$ cat src/rtl/router_out_drain.sv
// ---------------------------------------------------------------------------
// router_out_drain
//
// Destination-side reader for one router output FIFO. It pops bytes from the
// FIFO (read data arrives one cycle after the pop), parses the
// header / payload / parity framing of each packet, and presents every byte
// to the destination port through a valid/ready output register.
//
// If the destination refuses a presented byte for TIMEOUT consecutive cycles,
// the block pulses soft_reset. That pulse flushes the FIFO, abandons the
// current packet and returns the parser to waiting for a header.
//
// Packet format:
//   header  : [7:2] payload length (0..63), [1:0] destination port
//   payload : length bytes
//   parity  : XOR of the header and all payload bytes
//
// Parameters
//   PORT_ID   output port served by this instance; compared to header[1:0]
//   TIMEOUT   consecutive stalled cycles before soft_reset is issued
//
// Ports
//   clock       in   system clock, rising edge
//   reset       in   asynchronous active-high reset
//   fifo_empty  in   FIFO empty flag
//   fifo_data   in   FIFO read data, valid the cycle after fifo_rd_en
//   fifo_rd_en  out  FIFO pop request (combinational)
//   soft_reset  out  one-cycle pulse clearing the FIFO after a stall timeout
//   ready_in    in   destination accepts data_out this cycle
//   vld_out     out  data_out holds a valid byte
//   data_out    out  byte to the destination
//   pkt_done    out  pulse: parity byte has just been loaded into data_out
//   parity_err  out  pulse alongside pkt_done when the parity byte is wrong
//   addr_err    out  pulse: header port field differs from PORT_ID
// ---------------------------------------------------------------------------
module router_out_drain #(
    parameter logic [1:0] PORT_ID = 2'd0,
    parameter int         TIMEOUT = 30
) (
    input  logic       clock,
    input  logic       reset,
    input  logic       fifo_empty,
    input  logic [7:0] fifo_data,
    output logic       fifo_rd_en,
    output logic       soft_reset,
    input  logic       ready_in,
    output logic       vld_out,
    output logic [7:0] data_out,
    output logic       pkt_done,
    output logic       parity_err,
    output logic       addr_err
);

    // The stall counter only needs to reach TIMEOUT-1.
    localparam int         TO_W    = $clog2(TIMEOUT + 1);
    localparam logic [TO_W-1:0] TO_LAST = TO_W'(TIMEOUT - 1);

    typedef enum logic [1:0] {
        ST_IDLE    = 2'd0,
        ST_PAYLOAD = 2'd1,
        ST_PARITY  = 2'd2
    } state_t;

    state_t          state;
    logic            rd_pend;    // a pop was issued last cycle; fifo_data is valid now
    logic [5:0]      len_cnt;    // payload bytes still expected
    logic [7:0]      par_acc;    // running XOR of header and payload
    logic [TO_W-1:0] to_cnt;     // consecutive stalled cycles so far
    logic            stall;

    // A presented byte that the destination is refusing.
    assign stall = vld_out & ~ready_in;

    // The timeout fires on the cycle that would be the TIMEOUT-th stall.
    // Requiring ready_in=0 (inside stall) means a byte accepted on that
    // same cycle completes normally and the timeout does not fire.
    assign soft_reset = stall & (to_cnt == TO_LAST);

    // Pop only when nothing is in flight and the output register will be
    // free at the next edge. A read in flight always lands in an empty
    // register, so captured data is never overwritten. The pop is also held
    // off while reset is asserted, so every output sits at 0 during reset.
    assign fifo_rd_en = ~reset & ~fifo_empty & ~rd_pend & ~soft_reset
                        & (~vld_out | ready_in);

    always_ff @(posedge clock or posedge reset) begin
        if (reset) begin
            state      <= ST_IDLE;
            rd_pend    <= 1'b0;
            len_cnt    <= 6'd0;
            par_acc    <= 8'd0;
            to_cnt     <= '0;
            vld_out    <= 1'b0;
            data_out   <= 8'd0;
            pkt_done   <= 1'b0;
            parity_err <= 1'b0;
            addr_err   <= 1'b0;
        end else begin
            // The status outputs are single-cycle pulses by default.
            pkt_done   <= 1'b0;
            parity_err <= 1'b0;
            addr_err   <= 1'b0;

            if (soft_reset) begin
                // Abandon the stalled packet. The FIFO is cleared by the same
                // pulse, so parsing restarts cleanly from the next header.
                state    <= ST_IDLE;
                rd_pend  <= 1'b0;
                len_cnt  <= 6'd0;
                par_acc  <= 8'd0;
                to_cnt   <= '0;
                vld_out  <= 1'b0;
            end else begin
                rd_pend <= fifo_rd_en;
                to_cnt  <= stall ? to_cnt + 1'b1 : '0;

                if (rd_pend) begin
                    // Capture the byte and advance the framing parser.
                    data_out <= fifo_data;
                    vld_out  <= 1'b1;

                    case (state)
                        ST_IDLE: begin
                            len_cnt  <= fifo_data[7:2];
                            par_acc  <= fifo_data;
                            addr_err <= (fifo_data[1:0] != PORT_ID);
                            // A zero-length packet goes straight to its parity byte.
                            state    <= (fifo_data[7:2] != 6'd0) ? ST_PAYLOAD : ST_PARITY;
                        end
                        ST_PAYLOAD: begin
                            par_acc <= par_acc ^ fifo_data;
                            len_cnt <= len_cnt - 6'd1;
                            if (len_cnt == 6'd1) begin
                                state <= ST_PARITY;
                            end
                        end
                        ST_PARITY: begin
                            pkt_done   <= 1'b1;
                            parity_err <= (fifo_data != par_acc);
                            state      <= ST_IDLE;
                        end
                        default: begin
                            state <= ST_IDLE;
                        end
                    endcase
                end else if (vld_out & ready_in) begin
                    vld_out <= 1'b0;
                end
            end
        end
    end

endmodule

$ cat config.mk
export PLATFORM = sky130hd
export DESIGN_NAME = router_out_drain
export DESIGN_NICKNAME = d
export VERILOG_FILES = /design/src/rtl/router_out_drain.sv
export SDC_FILE = /design/constraint.sdc
export NUM_CORES = 1
export LEC_CHECK = 0
export CAP_MARGIN = 0
export CORE_ASPECT_RATIO = 0.6
export CORE_MARGIN = 1
export CORE_UTILIZATION = 65
export CTS_BUF_LIST = sky130_fd_sc_hd__clkbuf_8
export CTS_CLUSTER_SIZE = 40
export DETAILED_ROUTE_END_ITERATION = 16
export DONT_BUFFER_PORTS = 1
export GPL_TIMING_DRIVEN = 0
export PLACE_DENSITY = 0.81
export SLEW_MARGIN = 20
export SYNTH_ARGS = -nofsm -noshare
export SYNTH_HDL_FRONTEND = slang
export SYNTH_SLANG_ARGS = --single-unit
$ cat constraint.sdc
create_clock -name clock -period 5 [get_ports clock]
set_clock_uncertainty 0.15 [all_clocks]
set_input_delay 0.25 -clock clock [delete_from_list [all_inputs] [get_ports clock]]
set_output_delay 0.25 -clock clock [all_outputs]
set_load 0.03 [all_outputs]
======== After elaboration in Yosys (flattened, before gate mapping) ========
Cells that the tools add are included.
storage, ports and cells
  bits in registers ....................... 34
  latch bits .............................. 0
  memories kept ........................... 0
  output and inout port bits .............. 14
  bits in writable memories ............... 0
  bits in read-only memories .............. 0
operators by class
  bitwise gates (word level) .............. 15
  reduce and logical (&&, ||, !) cells .... 9
  shifts and indexed selects .............. 0
  mux-type cells .......................... 26
  divide/modulo/power cells ............... 0
  add/sub/neg operators ................... 2
  multiply operators ...................... 0
  equality and inequality tests ........... 6
  order comparisons ....................... 0
operator list
  kind                                                 count
  2-to-1 mux 8 bit                                     2
  one-hot mux 8 bit (2 select lines)                   1
  2-to-1 mux 1 bit                                     13
  2-to-1 mux 6 bit                                     2
  one-hot mux 6 bit (2 select lines)                   1
  2-to-1 mux 5 bit                                     2
  2-to-1 mux 2 bit                                     4
  != test 8 bit                                        1
  XOR 8 bit                                            1
  AND 1 bit                                            7
  equality test 6 x 1 -> 1 bit, second input constant  1
  NOT 1 bit                                            6
  AND reduction 2 bit                                  3
  nonzero test 3 bit                                   2
  nonzero test 6 bit                                   1
  subtractor 6 x 1 -> 6 bit, second input constant     1
  adder 5 x 1 -> 5 bit, second input constant          1
  equality test 5 bit, second input constant           1
  one-hot mux 2 bit (2 select lines)                   1
  nonzero test 2 bit                                   2
  != test 3 bit, second input constant                 1
  equality test 2 x 1 -> 1 bit, second input constant  1
  equality test 2 bit, second input constant           1
  zero test 2 bit                                      1
  bitwise OR 1 bit                                     1

======== Logic depth before layout (Yosys ltp) ========
Gate-level depths: netlist of the first run.
  depth after elaboration ................. 7
  gate-level depth with buffers ........... 6

======== Worst setup path before layout of the first run ========
OpenSTA, ideal clock, no wires.
  kind .................................... register to output
  start point ............................. register vld_out
  end point ............................... output port fifo_rd_en
  arrival time ............................ 1.620 ns
  data required time ...................... 4.600 ns
  slack ................................... 2.980 ns
  cell stages (with the launch flop) ...... 3
  cell sequence ........................... dfrtp_1 -> and2b_1 -> nor4_1
between the ends
  longest elaborated chain between the ends .. 5
RTL lines
  what                        line  RTL
  start, declared             47    output logic vld_out,
  start signal, assigned      93    vld_out <= 1'b0;
  start signal, assigned      112   vld_out <= 1'b0;
  start signal, assigned      120   vld_out <= 1'b1;
  AND 1 bit                   72    assign stall = vld_out & ~ready_in;
  AND 1 bit                   77    assign soft_reset = stall & (to_cnt == TO_LAST);
  NOT 1 bit (no source line)  -
  AND 1 bit                   83    assign fifo_rd_en = ~reset & ~fifo_empty & ~rd_pend & ~soft_reset
  AND 1 bit (*)               84    & (~vld_out | ready_in);
  end, declared               44    output logic fifo_rd_en,
Every way passes the cells marked *; elsewhere a longest branch is shown, timed or not.

======== Worst setup path after layout of the first run ========
  start point ............................. register vld_out
  end point ............................... output port soft_reset
between the ends
  longest elaborated chain between the ends .. 2
RTL lines
  what           line  RTL
  AND 1 bit      72
  AND 1 bit      77
  end, declared  45    output logic soft_reset,
No other way between the ends.

==> impl_metrics.yaml, run 1 <==
pwr:
  p_clk_frac: 0.237
  power.share.switching: 0.3672
  ir_drop_mv: 0.2919
  pwr-share-seq: 0.504
  comb_power_share: 0.259
  p_per_area_mw_per_mm2: 451.3
  internal_power_mw: 0.5592
  p_sw_mw: 0.3245
  leakage_nw: 0.8432
placed_design:
  place_ws_ns: 2.966
  place_area_mm2: 0.001767
  io_buffers: 0
  hpwl_um: 2650
  gp_congestion: 0.9281
  dp.cells: 201
worst_setup_path:
  endpoint_kind: "primary output"
  start_kind: "flop"
  reg2reg_depth: 5
  worst-path-max-fanout: 10
  crit_required_ns: 4.60
  criticalPathCategory: "flop to primary output"
  cp_slowest_cell: "dfrtp_1"
  cp.arrival_ns: 1.91
  r2r_start: "vld_out"
  r2r_setup_slack_ns: 2.94
  regToRegEndpoint: "data_out[1]"
  path_cells: "and2b_1 -> nand4_2 -> inv_1 -> buf_2"
  slowest_delay_ns: 0.51
detailed_routing:
  drtAntennaViolNets: 0
  wirelength_um: 4126
  routed_via_density: 6.507
  vias: 1425
  drt_pass1_iterations: 5
  drc: 0
  drtIter0Drc: 126
  routedWlPerCell_um: 18.84
synth:
  syn-mean-instance-area_um2: 10.18
  ys_warn_count: 0
  synthDistinctLibCells: 40
  synth_seq_cells: 34
  synth_nets: 185
  synth-edff-count: 0
  synthArstFlopShare: 1.000
  yosysSeqAreaShare: 0.4945
  netlist_area_mm2: 0.001720
  netlist.area_leader.share: 0.4945
  ys.flop_type: "dfrtp_1"
  synth_top_cell_by_area: "dfrtp_1"
  synth_area_leaders: "dfrtp_1, mux2_2, xnor2_1, nor2_1, o21ai_0"
  syn_inst: 169
min_path:
  hold_start: "fifo_data[7]"
  min_to: "par_acc[7]"
  min_path_type: "input port to flop"
  whs_path_depth: 2
finish:
  final_area_mm2: 0.001958
  nets: 202
  fin_util: 0.7817
  syn_to_final_growth_pct: 13.82
  final_cells: 219
  nFillCells: 164
  n_antenna_cell: 0
  drive_above_1_share: 0.1390
cts:
  cts_setup_buffers: 0
  numClockSinks: 34
  cts-buffers-inserted: 5
  cts.clk_slew.worst_paths_ns: 0.07
  htree_levels: 2
  insertion_delay_ns: 0.29
  cts_tree: "built"
  cts_buffer_depth: 2
  cts_root_buf: "clkbuf_8"
sta:
  relSlewSlack: 0.4701
  grt_setup_unrepaired: "false"
  fin_ws_ns: 2.694
  fin_crit_ns: 2.306
  drv_slew: 0
  finalSetupViolCount: 0
  finalHoldViolations: 0
  fin_crit_sh: 0.4612
  clock.fmax_mhz: 433.6
  tns_ns: 0
  worst_pin_slew_ns: 0.7882
global_route:
  grt_max_degree: 35
  overflow: 0
  antenna_found_initial: 0
  grt_pass1_wl_um: 6768
  first_global_vias: 1338
  track_usage: 0.3363
die:
  io_pins: 26
  die_w_um: 68.42
  die_height_um: 41.85
  start_util: 0.6868
  rows: 14
  dieArea_mm2: 0.002863
  core_mm2: 0.002505
status:
  status: "complete, no violations"
run:
  cap_violations: 0
==> cell usage after synthesis (all sizes together) (2+ instances only) <==
master and instances:
dfrtp 34, nor2 19, nand2 15, o21ai 13, xnor2 9, mux2 8
a21oi 7, a32oi 7, inv 7, buf 6, nor4 5, ha 4
a211oi 3, nand4 3, o22ai 3, a31oi 2, and2b 2, nand2b 2
nand3 2, nor3 2, or4 2, xor2 2
==> stage by stage <==
step                      hold WS (ns)  total power, mW
final                          0.01479           0.8836
after global routing           0.03650           0.9262
after CTS                     0.002889           0.8750
after detailed placement        0.1334           0.6605
after global placement          0.1733           0.6483
after floorplan                 0.1710           0.6049
==> kinds of logic after synthesis <==
logic type / after synthesis / synth area share
AOI/OAI and AO/OA: 38 / 0.1433
xor gates and xnor gates: 11 / 0.05600
adders and majority gates: 4 / 0.02909
buffers and inverters: 14 / 0.03927
DFF: 34 / 0.4945
muxes: 9 / 0.05818
and+or+nand+nor: 59 / 0.1796
==> placed cells by master, fill, tap and decap left out, types with 2 or more instances in the layout <==
master | synthesis | layout
or4_1 | 2 | 2
clkbuf_8 | 0 | 6
nand4_1 | 2 | 2
nor4_2 | 1 | 2
a211oi_1 | 3 | 3
a32oi_1 | 7 | 7
xnor2_1 | 9 | 9
nand2b_1 | 2 | 2
a31oi_1 | 2 | 2
nand3_1 | 2 | 2
xor2_1 | 2 | 2
nor4_1 | 4 | 3
buf_2 | 3 | 3
nand2_1 | 15 | 15
o22ai_1 | 2 | 2
mux2_2 | 8 | 8
inv_1 | 7 | 7
dfrtp_1 | 34 | 34
a21oi_1 | 7 | 7
nor3_1 | 2 | 2
o21ai_0 | 13 | 13
nor2_1 | 19 | 19
ha_1 | 4 | 4
dlygate4sd3_1 | 0 | 10
and2b_1 | 2 | 2
==> worst max path at each step <==
stage,start,to,slack (ns),cells after the start
detailed placement,vld_out,data_out[1],2.97,5
global placement,vld_out,fifo_rd_en,2.93,2
global route,vld_out,soft_reset,2.65,4
finish,vld_out,soft_reset,2.69,4
CTS,vld_out,soft_reset,2.74,4
floorplan,vld_out,fifo_rd_en,2.98,2
==> layout make-up <==
cell class              count  area, um^2  area share
multi-input cells         121       808.3      0.4128
inverters                   7       26.28     0.01342
repair buffers             10       100.1     0.05112
well taps                  32       40.04     0.02045
flip-flops and latches     34       850.8      0.4345
clock inverters             2       8.758    0.004473
plain buffers               7       41.29     0.02109
clock buffers               6       82.58     0.04217
==> registers in the layout (all words and copies together) (netlist names) <==
signal and cells:
rd_pend 1, vld_out 1, pkt_done 1, len_cnt 6, par_acc 8, data_out 8
state 2, parity_err 1, addr_err 1, to_cnt 5
==> critical path: cells and delay by family (launching register included) <==
| kind | cells | cell delay, ns |
|---|---|---|
| buffers and inverters | 2 | 0.62 |
| flip-flops | 1 | 0.51 |
| AND/OR/NAND/NOR | 2 | 0.49 |
==> layer usage <==
metal	global-route usage	vias to the layer above	part of all wire
met5	0	-	0
met4	0.1167	0	0.014
met3	0.1346	9	0.11
met2	0.4412	89	0.42
met1	0.4973	687	0.45
li1	-	640	-
==> what timing repair did <==
action                    4_1_cts  5_1_grt
hold buffers                   10        0
hold endpoints to repair       47        0
gates resized for setup         0        0
==> power by group through the flow <==
stage	logic (mW)	registers, mW	clock network (mW)
after detailed placement	0.216	0.445	0
after global placement	0.206	0.442	0
after floorplan	0.178	0.427	0
final	0.229	0.445	0.210
after CTS	0.224	0.441	0.210
after global routing	0.256	0.451	0.219
No activity file was read; power rests on OpenSTA's default activity.
==> run 2, diff against run 1 <==
- ABC_AREA: unset -> 1
- CORE_UTILIZATION: 65 -> 59
- PLACE_DENSITY: 0.81 -> 0.78
- clock period: 5 -> 2.1 ns (I/O delays scaled with it)
==> run 2 against run 1 <==
Effect of this change:
- first-iteration DRC count increased by 36%
- critical path depth increased by 1
- setup slack got worse by 2.4 ns
- design area increased by 5.4%
- total power increased to 2.8 times the previous value
- sequential power increased by 140%
- synthesized cell count increased by 27%
- combinational power increased to 3.8 times the previous value
- area after synthesis increased by 5.5%
- core utilization decreased by 6.8 points
- critical path type unchanged
- critical endpoint is now fifo_rd_en
- highest routed layer unchanged
==> impl_metrics.yaml, run 2 <==
status:
  status: "complete, no violations"
placed_design:
  gp_congestion: 0.8042
  hpwl_um: 2700
  io_buffers: 0
  place_area_mm2: 0.001868
  place_ws_ns: 0.3605
synth:
  synth-simple-area-share: 0.2764
  yosysSeqAreaShare: 0.4686
  synth-edff-count: 0
  synth_most_common_cell: "nand2_1"
  syn-mean-instance-area_um2: 8.444
  ys_warn_count: 0
  synth_xor_area_frac: 0.05789
  synth_seq_cells: 34
  netlist_area_mm2: 0.001815
  synth_compound_area_frac: 0.09511
  synth_nets: 231
  synthArstFlopShare: 1.000
  synth_common_cells: "nand2_1, dfrtp_1, inv_1, nor2_1, nand3_1"
  synthDistinctLibCells: 29
  synth_top_cell_by_area: "dfrtp_1"
  syn_inst: 215
  synth_area_leaders: "dfrtp_1, nand2_1, inv_1, nor2_1, xnor2_1"
  ys.flop_type: "dfrtp_1"
  synth_top_family_by_area: "simple AND/OR/NAND/NOR gates"
  synthAdderAreaFrac: 0.02757
  netlist.area_leader.share: 0.4686
  synth.area.mux_share: 0
cts:
  cts.clk_slew.worst_paths_ns: 0.08
  cts_tree: "built"
  cts_root_buf: "clkbuf_8"
  post_cts_resized: 0
  cts-buffers-inserted: 5
  insertion_delay_ns: 0.29
  numClockSinks: 34
  cts_buffer_depth: 2
  htree_levels: 2
  cts_setup_buffers: 0
detailed_routing:
  drc: 0
  routedWlPerCell_um: 14.68
  drtAntennaViolNets: 0
  routed_via_density: 5.404
  drt_pass1_iterations: 5
  vias: 1486
  wirelength_um: 4037
  drtIter0Drc: 171
die:
  dieArea_mm2: 0.003310
  io_pins: 26
  core_mm2: 0.002890
  rows: 15
  start_util: 0.6281
  die_w_um: 73.62
  die_height_um: 44.97
worst_setup_path:
  slowest_delay_ns: 0.54
  regToRegEndpoint: "par_acc[1]"
  cp-startpoint: "vld_out"
  timing.critical_path.mode_cell: "inv_1"
  endpoint: "fifo_rd_en"
  path_buf_inv: 2
  crit_required_ns: 1.85
  path_depth: 5
  r2r_setup_slack_ns: 0.34
  cp_slowest_cell: "dfrtp_1"
  r2r_start: "to_cnt[1]"
  criticalPathCategory: "flop to primary output"
  cp.arrival_ns: 1.58
  reg2reg_depth: 8
  start_kind: "flop"
  crit_family: "flip-flops"
  path_cells: "inv_1 -> nor2_1 -> nand2_4 -> nand3_1 -> inv_1"
  worst-path-max-fanout: 9
  endpoint_kind: "primary output"
sta:
  grt_setup_unrepaired: "false"
  worst_pin_slew_ns: 0.7024
  finalSetupViolCount: 0
  relSlewSlack: 0.5311
  fin_ws_ns: 0.2622
  drv_slew: 0
  clock.fmax_mhz: 544.1
  fin_crit_sh: 0.8751
  fin_crit_ns: 1.838
  tns_ns: 0
  finalHoldViolations: 0
finish:
  nFillCells: 232
  n_antenna_cell: 0
  final_area_mm2: 0.002063
  final_cell_mix: "nand2_1, dfrtp_1, nor2_1"
  nets: 248
  layout_commonest_cell: "nand2_1"
  drive_above_1_share: 0.1373
  reg.largest.list: "data_out (8), par_acc (8), len_cnt (6)"
  syn_to_final_growth_pct: 13.65
pwr:
  comb_power_share: 0.352
  internal_power_mw: 1.431
  pwr-share-seq: 0.441
  p_clk_frac: 0.207
  p_sw_mw: 1.017
  power.share.switching: 0.4155
  p_per_area_mw_per_mm2: 1187
  leakage_nw: 1.048
  ir_drop_mv: 0.8332
global_route:
  antenna_found_initial: 0
  track_usage: 0.2657
  grt_pass1_wl_um: 6417
  overflow: 0
  grt_max_degree: 35
  first_global_vias: 1320
min_path:
  min_path_type: "input port to flop"
run:
  cap_violations: 0
[run 2: changes by cell type after synthesis, sizes merged, moves of 7 or more]
cell / change
nor2: +7
a32oi: -7
nand3: +12
inv: +17
mux2: -8
nand2: +48
[run 2: cells by family (layout without fill, tap and decap cells)]
family	count (synthesis)	in the layout
compound gates	29	29
xor+xnor	12	12
fa+ha+maj	4	4
buf+inv	28	46
flops	34	34
simple gates	108	108
[run 2: cell type report]
class | instances | area [um^2] | share of cell area
flip-flops and latches | 34 | 850.8 | 0.4124
plain buffers | 3 | 36.28 | 0.01759
repair buffers | 10 | 100.1 | 0.04851
multi-input cells | 153 | 829.5 | 0.4021
well taps | 42 | 52.55 | 0.02547
clock buffers | 6 | 82.58 | 0.04002
inverters | 25 | 98.84 | 0.04791
clock inverters | 2 | 12.51 | 0.006064
[run 2: power groups by stage]
| stage | Clock, mW | Combinational (mW) | Sequential (mW) |
|---|---|---|---|
| floorplan | 0 | 0.658 | 1.05 |
| global placement | 0 | 0.768 | 1.07 |
| detailed placement | 0 | 0.806 | 1.08 |
| CTS | 0.512 | 0.839 | 1.07 |
| global route | 0.542 | 0.958 | 1.10 |
| finish | 0.506 | 0.862 | 1.08 |
[run 2: timing repair]
| item | in CTS | in global routing |
|---|---|---|
| setup endpoints to repair | 0 | 0 |
| endpoints found under the hold margin | 53 | 0 |
| hold buffers | 10 | 0 |
[run 2: how the worst min path moves through the flow]
stage	slack, ns	end	from	cells after the start
after global routing	0.01	par_acc[3]	fifo_data[3]	3
after floorplan	0.07	data_out[3]	fifo_data[3]	2
after CTS	0.0008	par_acc[3]	fifo_data[3]	3
after detailed placement	-0.02	vld_out	reset	1
final	0.01	par_acc[3]	fifo_data[3]	3
after global placement	0.08	data_out[3]	fifo_data[3]	2
[run 2: stage by stage]
stage	util	cells	power (mW)	hold slack (ns)
3_5_place_dp	0.6463	257	1.887	-0.01634
2_1_floorplan	-	215	1.706	0.07155
3_3_place_gp	0.6463	257	1.839	0.07704
4_1_cts	0.7139	275	2.422	0.0007962
5_1_grt	0.7139	275	2.597	0.01398
6_report	0.7139	275	2.448	0.01379
[run 2: tightest hold or removal path, delay by kind of cell]
family,cells,cell delay [ns]
xor+xnor,1,0.13
compound gates,2,0.18
[run 2: routing by layer]
metal | vias to the layer above | GRT usage | routed length (um)
met1 | 693 | 0.3971 | 1948
li1 | 720 | - | -
met2 | 69 | 0.3908 | 1769
met5 | - | 0 | 0
met3 | 4 | 0.07813 | 307
met4 | 0 | 0.04231 | 12
